$ cat config.mk
export PLATFORM = sky130hd
export DESIGN_NAME = multicycle_ctrl_flat
export DESIGN_NICKNAME = d
export VERILOG_FILES = /design/src/rtl/mc_ctrl_pkg.sv /design/src/rtl/multicycle_ctrl_if.sv /design/src/rtl/mc_op_decode.sv /design/src/rtl/multicycle_ctrl.sv /design/src/flat_wrapper.sv
export SDC_FILE = /design/constraint.sdc
export NUM_CORES = 1
export LEC_CHECK = 0
export CORE_MARGIN = 3
export CORE_UTILIZATION = 51
export CTS_BUF_LIST = sky130_fd_sc_hd__clkbuf_4
export CTS_CLUSTER_SIZE = 16
export DETAILED_ROUTE_END_ITERATION = 8
export GPL_TIMING_DRIVEN = 0
export PLACE_DENSITY = 0.87
export SYNTH_ARGS = -nofsm -noshare
export SYNTH_HDL_FRONTEND = slang
export SYNTH_SLANG_ARGS = --single-unit
$ cat constraint.sdc
create_clock -name clk -period 4.52 [get_ports clk]
set_input_delay 1.13 -clock clk [delete_from_list [all_inputs] [get_ports clk]]
set_output_delay 1.13 -clock clk [all_outputs]
set_load 0.01 [all_outputs]
$ cat src/rtl/mc_ctrl_pkg.sv
// Types, opcode constants and datapath select encodings for the multi-cycle RV32I control FSM.
package mc_ctrl_pkg;

    typedef enum logic [3:0] {
        FETCH    = 4'd0,
        DECODE   = 4'd1,
        MEMADR   = 4'd2,
        MEMREAD  = 4'd3,
        MEMWB    = 4'd4,
        MEMWRITE = 4'd5,
        EXECR    = 4'd6,
        EXECI    = 4'd7,
        ALUWB    = 4'd8,
        BEQ      = 4'd9,
        JAL      = 4'd10,
        TRAP     = 4'd11
    } state_t;

    typedef enum logic [2:0] {CL_LW, CL_SW, CL_R, CL_I, CL_BEQ, CL_JAL, CL_BAD} iclass_t;

    localparam logic [6:0] OP_LW  = 7'b0000011;
    localparam logic [6:0] OP_SW  = 7'b0100011;
    localparam logic [6:0] OP_R   = 7'b0110011;
    localparam logic [6:0] OP_I   = 7'b0010011;
    localparam logic [6:0] OP_BEQ = 7'b1100011;
    localparam logic [6:0] OP_JAL = 7'b1101111;

    localparam logic [1:0] ALU_ADD    = 2'b00;
    localparam logic [1:0] ALU_SUB    = 2'b01;
    localparam logic [1:0] ALU_FUNCT  = 2'b10;
    localparam logic [1:0] RES_ALUOUT = 2'b00;
    localparam logic [1:0] RES_DATA   = 2'b01;
    localparam logic [1:0] RES_ALU    = 2'b10;
    localparam logic [1:0] SRCA_PC    = 2'b00;
    localparam logic [1:0] SRCA_OLDPC = 2'b01;
    localparam logic [1:0] SRCA_RS1   = 2'b10;
    localparam logic [1:0] SRCB_RS2   = 2'b00;
    localparam logic [1:0] SRCB_IMM   = 2'b01;
    localparam logic [1:0] SRCB_FOUR  = 2'b10;
    localparam logic [1:0] IMM_I      = 2'b00;
    localparam logic [1:0] IMM_S      = 2'b01;
    localparam logic [1:0] IMM_B      = 2'b10;
    localparam logic [1:0] IMM_J      = 2'b11;

    typedef struct packed {
        logic       adr_src;
        logic       mem_read;
        logic       mem_write;
        logic       ir_fetch;   // ir_write/pc_write gated by mem_ready
        logic       pc_update;
        logic       branch;
        logic       reg_write;
        logic       illegal;
        logic [1:0] result_src;
        logic [1:0] alu_src_a;
        logic [1:0] alu_src_b;
        logic [1:0] alu_op;
    } ctl_t;

    function automatic ctl_t ctl_for(state_t s);
        ctl_t c;
        c            = '0;
        c.result_src = RES_ALUOUT;
        c.alu_src_a  = SRCA_PC;
        c.alu_src_b  = SRCB_RS2;
        c.alu_op     = ALU_ADD;
        case (s)
            FETCH: begin
                c.mem_read   = 1'b1;
                c.alu_src_b  = SRCB_FOUR;
                c.result_src = RES_ALU;
                c.ir_fetch   = 1'b1;
            end
            DECODE: begin
                c.alu_src_a = SRCA_OLDPC;
                c.alu_src_b = SRCB_IMM;
            end
            MEMADR: begin
                c.alu_src_a = SRCA_RS1;
                c.alu_src_b = SRCB_IMM;
            end
            MEMREAD: begin
                c.adr_src  = 1'b1;
                c.mem_read = 1'b1;
            end
            MEMWRITE: begin
                c.adr_src   = 1'b1;
                c.mem_write = 1'b1;
            end
            MEMWB: begin
                c.result_src = RES_DATA;
                c.reg_write  = 1'b1;
            end
            EXECR: begin
                c.alu_src_a = SRCA_RS1;
                c.alu_op    = ALU_FUNCT;
            end
            EXECI: begin
                c.alu_src_a = SRCA_RS1;
                c.alu_src_b = SRCB_IMM;
                c.alu_op    = ALU_FUNCT;
            end
            ALUWB: c.reg_write = 1'b1;
            BEQ: begin
                c.alu_src_a = SRCA_RS1;
                c.alu_op    = ALU_SUB;
                c.branch    = 1'b1;
            end
            JAL: begin
                c.alu_src_a = SRCA_OLDPC;
                c.alu_src_b = SRCB_FOUR;
                c.pc_update = 1'b1;
            end
            TRAP: c.illegal = 1'b1;
            default: ;
        endcase
        return c;
    endfunction

endpackage

$ cat src/rtl/multicycle_ctrl_if.sv
// Control bundle between the multi-cycle FSM (master) and the datapath (slave).
// MCCTRL_PERF_EN adds the cycle_cnt/instret performance counters.
interface multicycle_ctrl_if;
    logic [6:0] op;
    logic       zero;
    logic       mem_ready;
    logic       pc_write;
    logic       adr_src;
    logic       mem_read;
    logic       mem_write;
    logic       ir_write;
    logic [1:0] result_src;
    logic [1:0] alu_src_a;
    logic [1:0] alu_src_b;
    logic [1:0] alu_op;
    logic [1:0] imm_src;
    logic       reg_write;
    logic       illegal;
    logic [3:0] state;
`ifdef MCCTRL_PERF_EN
    logic [31:0] cycle_cnt;
    logic [31:0] instret;

    modport master (
        input  op, zero, mem_ready,
        output pc_write, adr_src, mem_read, mem_write, ir_write, result_src,
               alu_src_a, alu_src_b, alu_op, imm_src, reg_write, illegal, state,
               cycle_cnt, instret
    );
    modport slave (
        output op, zero, mem_ready,
        input  pc_write, adr_src, mem_read, mem_write, ir_write, result_src,
               alu_src_a, alu_src_b, alu_op, imm_src, reg_write, illegal, state,
               cycle_cnt, instret
    );
`else
    modport master (
        input  op, zero, mem_ready,
        output pc_write, adr_src, mem_read, mem_write, ir_write, result_src,
               alu_src_a, alu_src_b, alu_op, imm_src, reg_write, illegal, state
    );
    modport slave (
        output op, zero, mem_ready,
        input  pc_write, adr_src, mem_read, mem_write, ir_write, result_src,
               alu_src_a, alu_src_b, alu_op, imm_src, reg_write, illegal, state
    );
`endif
endinterface

$ cat src/rtl/mc_op_decode.sv
// Opcode classifier: instruction class, immediate format and legality from instr[6:0].
module mc_op_decode
    import mc_ctrl_pkg::*;
(
    input  logic [6:0] op_i,
    output iclass_t    iclass_o,
    output logic [1:0] imm_src_o,
    output logic       legal_o
);

    always_comb begin
        iclass_o  = CL_BAD;
        imm_src_o = IMM_I;
        case (op_i)
            OP_LW:  iclass_o = CL_LW;
            OP_SW: begin
                iclass_o  = CL_SW;
                imm_src_o = IMM_S;
            end
            OP_R:   iclass_o = CL_R;
            OP_I:   iclass_o = CL_I;
            OP_BEQ: begin
                iclass_o  = CL_BEQ;
                imm_src_o = IMM_B;
            end
            OP_JAL: begin
                iclass_o  = CL_JAL;
                imm_src_o = IMM_J;
            end
            default: ;
        endcase
    end

    assign legal_o = (iclass_o != CL_BAD);

endmodule

$ cat src/rtl/multicycle_ctrl.sv
// Main control FSM of the multi-cycle RV32I core; Moore enables registered alongside the state.
// MCCTRL_PERF_EN adds free-running cycle and retired-instruction counters.
module multicycle_ctrl
    import mc_ctrl_pkg::*;
(
    input logic               clk,
    input logic               rst_n,
    multicycle_ctrl_if.master bus
);

    state_t     state_q, state_d;
    ctl_t       ctl_q;
    iclass_t    iclass;
    logic [1:0] imm_src;
    logic       legal;
    logic       fetch_done;

    mc_op_decode u_dec (
        .op_i      (bus.op),
        .iclass_o  (iclass),
        .imm_src_o (imm_src),
        .legal_o   (legal)
    );

    always_comb begin
        state_d = state_q;
        case (state_q)
            FETCH:    if (bus.mem_ready) state_d = DECODE;
            DECODE: begin
                if (!legal) begin
                    state_d = TRAP;
                end else begin
                    case (iclass)
                        CL_LW, CL_SW: state_d = MEMADR;
                        CL_R:         state_d = EXECR;
                        CL_I:         state_d = EXECI;
                        CL_BEQ:       state_d = BEQ;
                        CL_JAL:       state_d = JAL;
                        default:      state_d = TRAP;
                    endcase
                end
            end
            MEMADR:              state_d = (iclass == CL_LW) ? MEMREAD : MEMWRITE;
            MEMREAD:  if (bus.mem_ready) state_d = MEMWB;
            MEMWRITE: if (bus.mem_ready) state_d = FETCH;
            MEMWB, ALUWB, BEQ:   state_d = FETCH;
            EXECR, EXECI, JAL:   state_d = ALUWB;
            TRAP:                state_d = TRAP;
            default:             state_d = FETCH;
        endcase
    end

    // Enables are decoded from the next state so they change together with state_q.
    always_ff @(posedge clk or negedge rst_n) begin
        if (!rst_n) begin
            state_q <= FETCH;
            ctl_q   <= ctl_for(FETCH);
        end else begin
            state_q <= state_d;
            ctl_q   <= ctl_for(state_d);
        end
    end

    // Reset forces FETCH, so the fetch strobe must be masked while rst_n is low.
    assign fetch_done     = rst_n & ctl_q.ir_fetch & bus.mem_ready;
    assign bus.ir_write   = fetch_done;
    assign bus.pc_write   = fetch_done | ctl_q.pc_update | (ctl_q.branch & bus.zero);
    assign bus.adr_src    = ctl_q.adr_src;
    assign bus.mem_read   = ctl_q.mem_read;
    assign bus.mem_write  = ctl_q.mem_write;
    assign bus.result_src = ctl_q.result_src;
    assign bus.alu_src_a  = ctl_q.alu_src_a;
    assign bus.alu_src_b  = ctl_q.alu_src_b;
    assign bus.alu_op     = ctl_q.alu_op;
    assign bus.reg_write  = ctl_q.reg_write;
    assign bus.illegal    = ctl_q.illegal;
    assign bus.imm_src    = imm_src;
    assign bus.state      = state_q;

`ifdef MCCTRL_PERF_EN
    logic [31:0] cycle_cnt_q;
    logic [31:0] instret_q;
    logic        retire;

    assign retire = (state_q == MEMWB) || (state_q == ALUWB) || (state_q == BEQ) ||
                    ((state_q == MEMWRITE) && bus.mem_ready);

    always_ff @(posedge clk or negedge rst_n) begin
        if (!rst_n) begin
            cycle_cnt_q <= '0;
            instret_q   <= '0;
        end else begin
            cycle_cnt_q <= cycle_cnt_q + 32'd1;
            if (retire) instret_q <= instret_q + 32'd1;
        end
    end

    assign bus.cycle_cnt = cycle_cnt_q;
    assign bus.instret   = instret_q;
`else
    // Counters compiled out; sequencing is identical.
`endif

endmodule

$ cat src/flat_wrapper.sv
// flat-port wrapper written by rule: the top's interface ports become plain ports
module multicycle_ctrl_flat import mc_ctrl_pkg::*;
  (clk, rst_n, bus_op, bus_zero, bus_mem_ready, bus_pc_write, bus_adr_src, bus_mem_read, bus_mem_write, bus_ir_write, bus_result_src, bus_alu_src_a, bus_alu_src_b, bus_alu_op, bus_imm_src, bus_reg_write, bus_illegal, bus_state);
  multicycle_ctrl_if bus_i ();
  input logic clk;
  input logic rst_n;
  input wire logic [$bits(bus_i.op)-1:0] bus_op;
  input wire logic [$bits(bus_i.zero)-1:0] bus_zero;
  input wire logic [$bits(bus_i.mem_ready)-1:0] bus_mem_ready;
  output wire logic [$bits(bus_i.pc_write)-1:0] bus_pc_write;
  output wire logic [$bits(bus_i.adr_src)-1:0] bus_adr_src;
  output wire logic [$bits(bus_i.mem_read)-1:0] bus_mem_read;
  output wire logic [$bits(bus_i.mem_write)-1:0] bus_mem_write;
  output wire logic [$bits(bus_i.ir_write)-1:0] bus_ir_write;
  output wire logic [$bits(bus_i.result_src)-1:0] bus_result_src;
  output wire logic [$bits(bus_i.alu_src_a)-1:0] bus_alu_src_a;
  output wire logic [$bits(bus_i.alu_src_b)-1:0] bus_alu_src_b;
  output wire logic [$bits(bus_i.alu_op)-1:0] bus_alu_op;
  output wire logic [$bits(bus_i.imm_src)-1:0] bus_imm_src;
  output wire logic [$bits(bus_i.reg_write)-1:0] bus_reg_write;
  output wire logic [$bits(bus_i.illegal)-1:0] bus_illegal;
  output wire logic [$bits(bus_i.state)-1:0] bus_state;
  assign bus_i.op = bus_op;
  assign bus_i.zero = bus_zero;
  assign bus_i.mem_ready = bus_mem_ready;
  assign bus_pc_write = bus_i.pc_write;
  assign bus_adr_src = bus_i.adr_src;
  assign bus_mem_read = bus_i.mem_read;
  assign bus_mem_write = bus_i.mem_write;
  assign bus_ir_write = bus_i.ir_write;
  assign bus_result_src = bus_i.result_src;
  assign bus_alu_src_a = bus_i.alu_src_a;
  assign bus_alu_src_b = bus_i.alu_src_b;
  assign bus_alu_op = bus_i.alu_op;
  assign bus_imm_src = bus_i.imm_src;
  assign bus_reg_write = bus_i.reg_write;
  assign bus_illegal = bus_i.illegal;
  assign bus_state = bus_i.state;
  multicycle_ctrl u_core (.clk(clk), .rst_n(rst_n), .bus(bus_i));
endmodule
# [After elaboration in Yosys (flattened, before gate mapping)]
# Cells that the tools add are included.
[word_totals] reg_bits=20
[op_classes] n_eq_ne=31 reduce_logical=13 mux=21 bitwise_logic=5
[op_table] operator="== test 4 x 3 -> 1 bit, second input constant" n=7
[op_table] operator="case mux 4 bit (7 select lines)" n=1
[op_table] operator="== test 4 bit, second input constant" n=6
[op_table] operator="case mux 4 bit (5 select lines)" n=1
[op_table] operator="case mux 3 bit (6 select lines)" n=1
[op_table] operator="== test 4 x 2 -> 1 bit, second input constant" n=4
[op_table] operator="2-to-1 mux 4 bit" n=4
[op_table] operator="case mux 2 bit (2 select lines)" n=4
[op_table] operator="== test 7 x 6 -> 1 bit, second input constant" n=2
[op_table] operator="== test 7 bit, second input constant" n=2
[op_table] operator="OR reduction 2 bit" n=7
[op_table] operator="== test 4 x 1 -> 1 bit, second input constant" n=2
[op_table] operator="zero test 4 bit" n=2
[op_table] operator="2-to-1 mux 1 bit" n=8
[op_table] operator="== test 7 x 2 -> 1 bit, second input constant" n=1
[op_table] operator="== test 7 x 5 -> 1 bit, second input constant" n=1
[op_table] operator="== test 3 x 2 -> 1 bit, second input constant" n=2
[op_table] operator="== test 3 bit, second input constant" n=2
[op_table] operator="case mux 2 bit (3 select lines)" n=1
[op_table] operator="OR reduction 3 bit" n=2
[op_table] operator="OR reduction 4 bit" n=1
[op_table] operator="AND 1 bit" n=3
[op_table] operator="== test 3 x 1 -> 1 bit, second input constant" n=1
[op_table] operator="zero test 3 bit" n=1
[op_table] operator="3 further kinds" n=4

# [Logic depth before layout (Yosys ltp)]
# Gate-level depths: netlist of run 1.
[logic_depth] ltp_word=10 mapped_depth=7

# [Hierarchy]
# From an unflattened synthesis of run 1, not the netlist that was laid out.
[hier_totals] cells_unflattened=114 hier_area_um2=1112.3
[modules_own_cells] mod="multicycle_ctrl" cells_per_inst=95 n_inst=1 seq_area_each_um2=479.2 area_per_inst_um2=992.2
[modules_own_cells] mod="mc_op_decode" cells_per_inst=19 n_inst=1 seq_area_each_um2=0.0 area_per_inst_um2=120.1

# [Worst setup path after synthesis of run 1]
# Ideal clock, no wire load.
[synth_path] path_kind="input -> output" startpoint="input port bus_op[3]" endpoint="output port bus_imm_src[0]" slack_ps=1539 n_path_buf=1 stages=3 arrival_ps=1851 path_cell_list="or3_1 buf_2 a21oi_1"
[synth_via] elab_chain_len=2
[synth_lines] item="start, declared" line_no="flat_wrapper.sv:7" text="input wire logic [$bits(bus_i.op)-1:0] bus_op;"
[synth_lines] item="== test 7 bit / == test 7 x 6 -> 1 bit (equally long branches)" line_no="mc_op_decode.sv:14" text="case (op_i)"
[synth_lines] item="case mux 2 bit (3 select lines) (*)" line_no="mc_op_decode.sv:14"
[synth_lines] item="end, declared" line_no="flat_wrapper.sv:19" text="output wire logic [$bits(bus_i.imm_src)-1:0] bus_imm_src;"
# Every way passes the cells marked *; elsewhere a longest branch is shown, timed or not.

# [Final worst setup path of run 1]
[layout_path] startpoint="input port rst_n" endpoint="output port bus_pc_write"
[layout_via] elab_chain_len=4
[layout_lines] item="start, declared" line_no="flat_wrapper.sv:6" text="input logic rst_n;"
[layout_lines] item="AND 1 bit (2 in a row)" line_no="multicycle_ctrl.sv:65" text="assign fetch_done = rst_n & ctl_q.ir_fetch & bus.mem_ready;"
[layout_lines] item="OR 1 bit (2 in a row)" line_no="multicycle_ctrl.sv:67" text="assign bus.pc_write = fetch_done | ctl_q.pc_update | (ctl_q.branch & bus.zero);"
[layout_lines] item="end, declared" line_no="flat_wrapper.sv:10" text="output wire logic [$bits(bus_i.pc_write)-1:0] bus_pc_write;"
# No other way between the ends.

==> impl_metrics.toml, run 1 <==
[place]
place_inst = 157
dp_hpwl_mm = 1.766
port_buffers = 31
gp_congestion = 0.8133
place_area_um2 = 1358
pre_cts_ws_ps = 164.0

[global_route]
grt_pass1_wl_mm = 3.657
antenna_found_initial = 0
gr-usage-all-layers_pct = 18.93
grt_max_degree = 20
grt_pass1_vias = 831
overflow = 0

[layout]
fin_nets = 148
layout_common_cells = "clkdlybuf4s50_1, dfrtp_1, buf_4, nor2_1"
finalCoreUtilization_pct = 76.81
fin_cells = 161
synthToLayoutAreaGrowth_pct = 36.21
diodes = 0
layout-drive-gt1-share_pct = 18.38
fin_area_um2 = 1384
layout_commonest_cell = "clkdlybuf4s50_1"

[sta]
fin_crit_sh_pct = 94.97
fin_skew_ps = 10.95
fin_tns_setup_ps = 0
maxSlewHeadroom_pct = 48.26
max_freq_mhz = 233.0
finalSetupViolations = 0
finalHoldViolCount = 0
rsz0062_at_grt = "no"
min_period_ps = 4293
slew_violations = 0
setup_ws_ps = 227.5
tightest_slew_ps = 773.7

[critical_path]
cp.required_ps = 3390
critPathKind = "in2out"
crit_fanout = 19
worst_path_max_delay_cell = "clkdlybuf4s50_1"
crit_arrival_ps = 3160
critPathLaunchType = "primary input"
critical_path.endpoint_type = "output port"
cp_common_cell = "clkdlybuf4s50_1"
max_stage_delay_ps = 830
path_cells = "clkdlybuf4s50_1 > and3_1 > a211o_1 > clkdlybuf4s50_1"

[route]
routedWlPerCell_um = 14.01
vias_per_cell = 5.410
wirelength_mm = 2.255
drt_first_pass_iters = 4
vias = 871
drtAntennaViolNets = 0
drt_iter0_drc = 28
drc = 0

[synth]
ys_async_sr_fraction_pct = 100.0
syn_inst = 101
ys_warn_count = 0
synth_seq_area_share_pct = 44.70
synth-edff-count = 0
synthFlopType = "dfrtp_1"
syn_area_um2 = 1016
synth_cell_type_count = 43
syn_avg_cell_area_um2 = 10.06
synth_seq_cells = 18
syn_nets = 112

[run]
cap_viol_max_count = 0

[pwr]
power_density_nw_per_um2 = 595.6
leakagePower_nw = 0.6322
ir_worst_vdd_uv = 437.6

[clock_tree]
max-clock-path-buffers = 2
cts.clk_slew.worst_paths_ps = 110
h-tree-depth = 1
cts_setup_buffers = 0
hold_buffers = 0
tritoncts = "yes"
clk_latency_ps = 300
clockRootBuffer = "clkbuf_4"
numClockSinks = 18
cts_made_buffers = 3
cts-resized-gates = 0

[die]
die_area_um2 = 2564
die_w_um = 50.64
ioPinCount = 32
core_area_um2 = 1802
die_height_um = 50.64
rows = 15
initial_core_util_pct = 56.39

[run_status]
run_status = "complete, no violations"

[hold_path]
min_path_type = "reg2reg"
[cells by family after synthesis]
kind of cell / count (synthesis) / share of synthesized area, %
DFF: 18 / 44.70
and+or+nand+nor: 43 / 26.23
buffers and inverters: 20 / 12.68
AOI/OAI and AO/OA: 18 / 14.66
xor gates and xnor gates: 2 / 1.724
[synthesized netlist by cell type (2+ instances only)]
master / number / share of area, %
nor4b_1: 2 / 1.7
nand3_1: 7 / 3.4
a21oi_1: 4 / 2.0
nor3_1: 2 / 0.99
nor2b_1: 2 / 1.2
o21ai_0: 3 / 1.5
dfstp_2: 3 / 7.8
buf_4: 9 / 6.6
nor2_1: 8 / 3.0
nand2_1: 6 / 2.2
and3_1: 2 / 1.2
inv_1: 7 / 2.6
dfrtp_1: 15 / 37
nand2b_1: 2 / 1.2
[power by group]
| part | switching, mW | internal (mW) | total [mW] |
|---|---|---|---|
| registers | 0.0197 | 0.223 | 0.242 |
| logic | 0.259 | 0.241 | 0.500 |
| clock network | 0.0496 | 0.0322 | 0.0817 |
[flip-flops by register name (all words and copies together), names as in the netlist]
register,cells
u_core.bus.alu_src_a,2
u_core.bus.mem_write,1
u_core.bus.alu_op,2
u_core.ctl_q,1
u_core.bus.state,4
u_core.bus.result_src,2
u_core.bus.adr_src,1
u_core.bus.reg_write,1
u_core.bus.mem_read,1
u_core.bus.alu_src_b,2
u_core.bus.illegal,1
[area by class of cell]
class	instances	area, um^2
tap	25	31.28
clock buffer	3	22.52
clock inverter	1	3.754
multi-input combinational	63	432.9
buffer	13	102.6
inverter	7	26.28
sequential	18	454.2
timing repair buffer	31	310.3
fill	134	417.9
[stage by stage]
stage          hold WS [ps]  power [mW]
3_5_place_dp          673.4      0.7429
6_report              705.4      0.8243
2_1_floorplan         688.5      0.5624
4_1_cts               700.0      0.8247
5_1_grt               738.4      0.8779
3_3_place_gp          684.9      0.7256
[per-layer routing]
layer | share of wire, % | GRT usage [%] | wire length [um]
met5 | 0 | 0 | 0
met4 | 0.89 | 4.036 | 20
met3 | 5.3 | 5.045 | 119
met2 | 55 | 34.35 | 1245
met1 | 39 | 22.14 | 870
[worst paths after layout]
| kind | start | endpoint | slack [ps] | depth (start not counted) |
|---|---|---|---|---|
| worst max-delay path | rst_n | bus_pc_write | 230 | 4 |
| worst min-delay path | u_core.bus.state[0] | u_core.bus.result_src[0] | 710 | 3 |
| worst max register to register | u_core.bus.state[1] | u_core.bus.mem_read | 2170 | 7 |
| worst min register to register | u_core.bus.state[0] | u_core.bus.result_src[0] | 710 | 3 |
| max in group asynchronous | rst_n | u_core.ctl_q[11] | 2760 | 1 |
| min in group asynchronous | rst_n | u_core.bus.state[0] | 1270 | 1 |
[critical path: cells and delay by family]
kind | cells | cell delay [ps]
buf+inv | 2 | 1330
simple gates | 1 | 420
compound gates | 1 | 280
Note: power is estimated with default switching activity, not from simulation.
==> run 2: changes to the inputs <==
--- a/config.mk
+++ b/config.mk
@@ -8,6 +8,7 @@
 export CORE_MARGIN = 3
 export CORE_UTILIZATION = 51
 export CTS_BUF_LIST = sky130_fd_sc_hd__clkbuf_4
+export CTS_CLUSTER_DIAMETER = 50
 export CTS_CLUSTER_SIZE = 16
 export DETAILED_ROUTE_END_ITERATION = 8
 export GPL_TIMING_DRIVEN = 0
==> constraint.sdc (replaced) <==
create_clock -name clk -period 4.52 [get_ports clk]
set_input_delay 1.13 -clock clk [delete_from_list [all_inputs] [get_ports clk]]
set_output_delay 1.13 -clock clk [all_outputs]
set_load 0.005 [all_outputs]
==> results of run 2 <==
Same layout as run 1 (identical final DEF). Status: complete, no violations.
Among the figures that moved: setup slack after placement 164.0 ps -> 193.8 ps; setup slack after layout 227.5 ps -> 257.3 ps; total power 0.8243 mW -> 0.8032 mW; worst IR drop on VDD 437.6 uV -> 427.8 uV
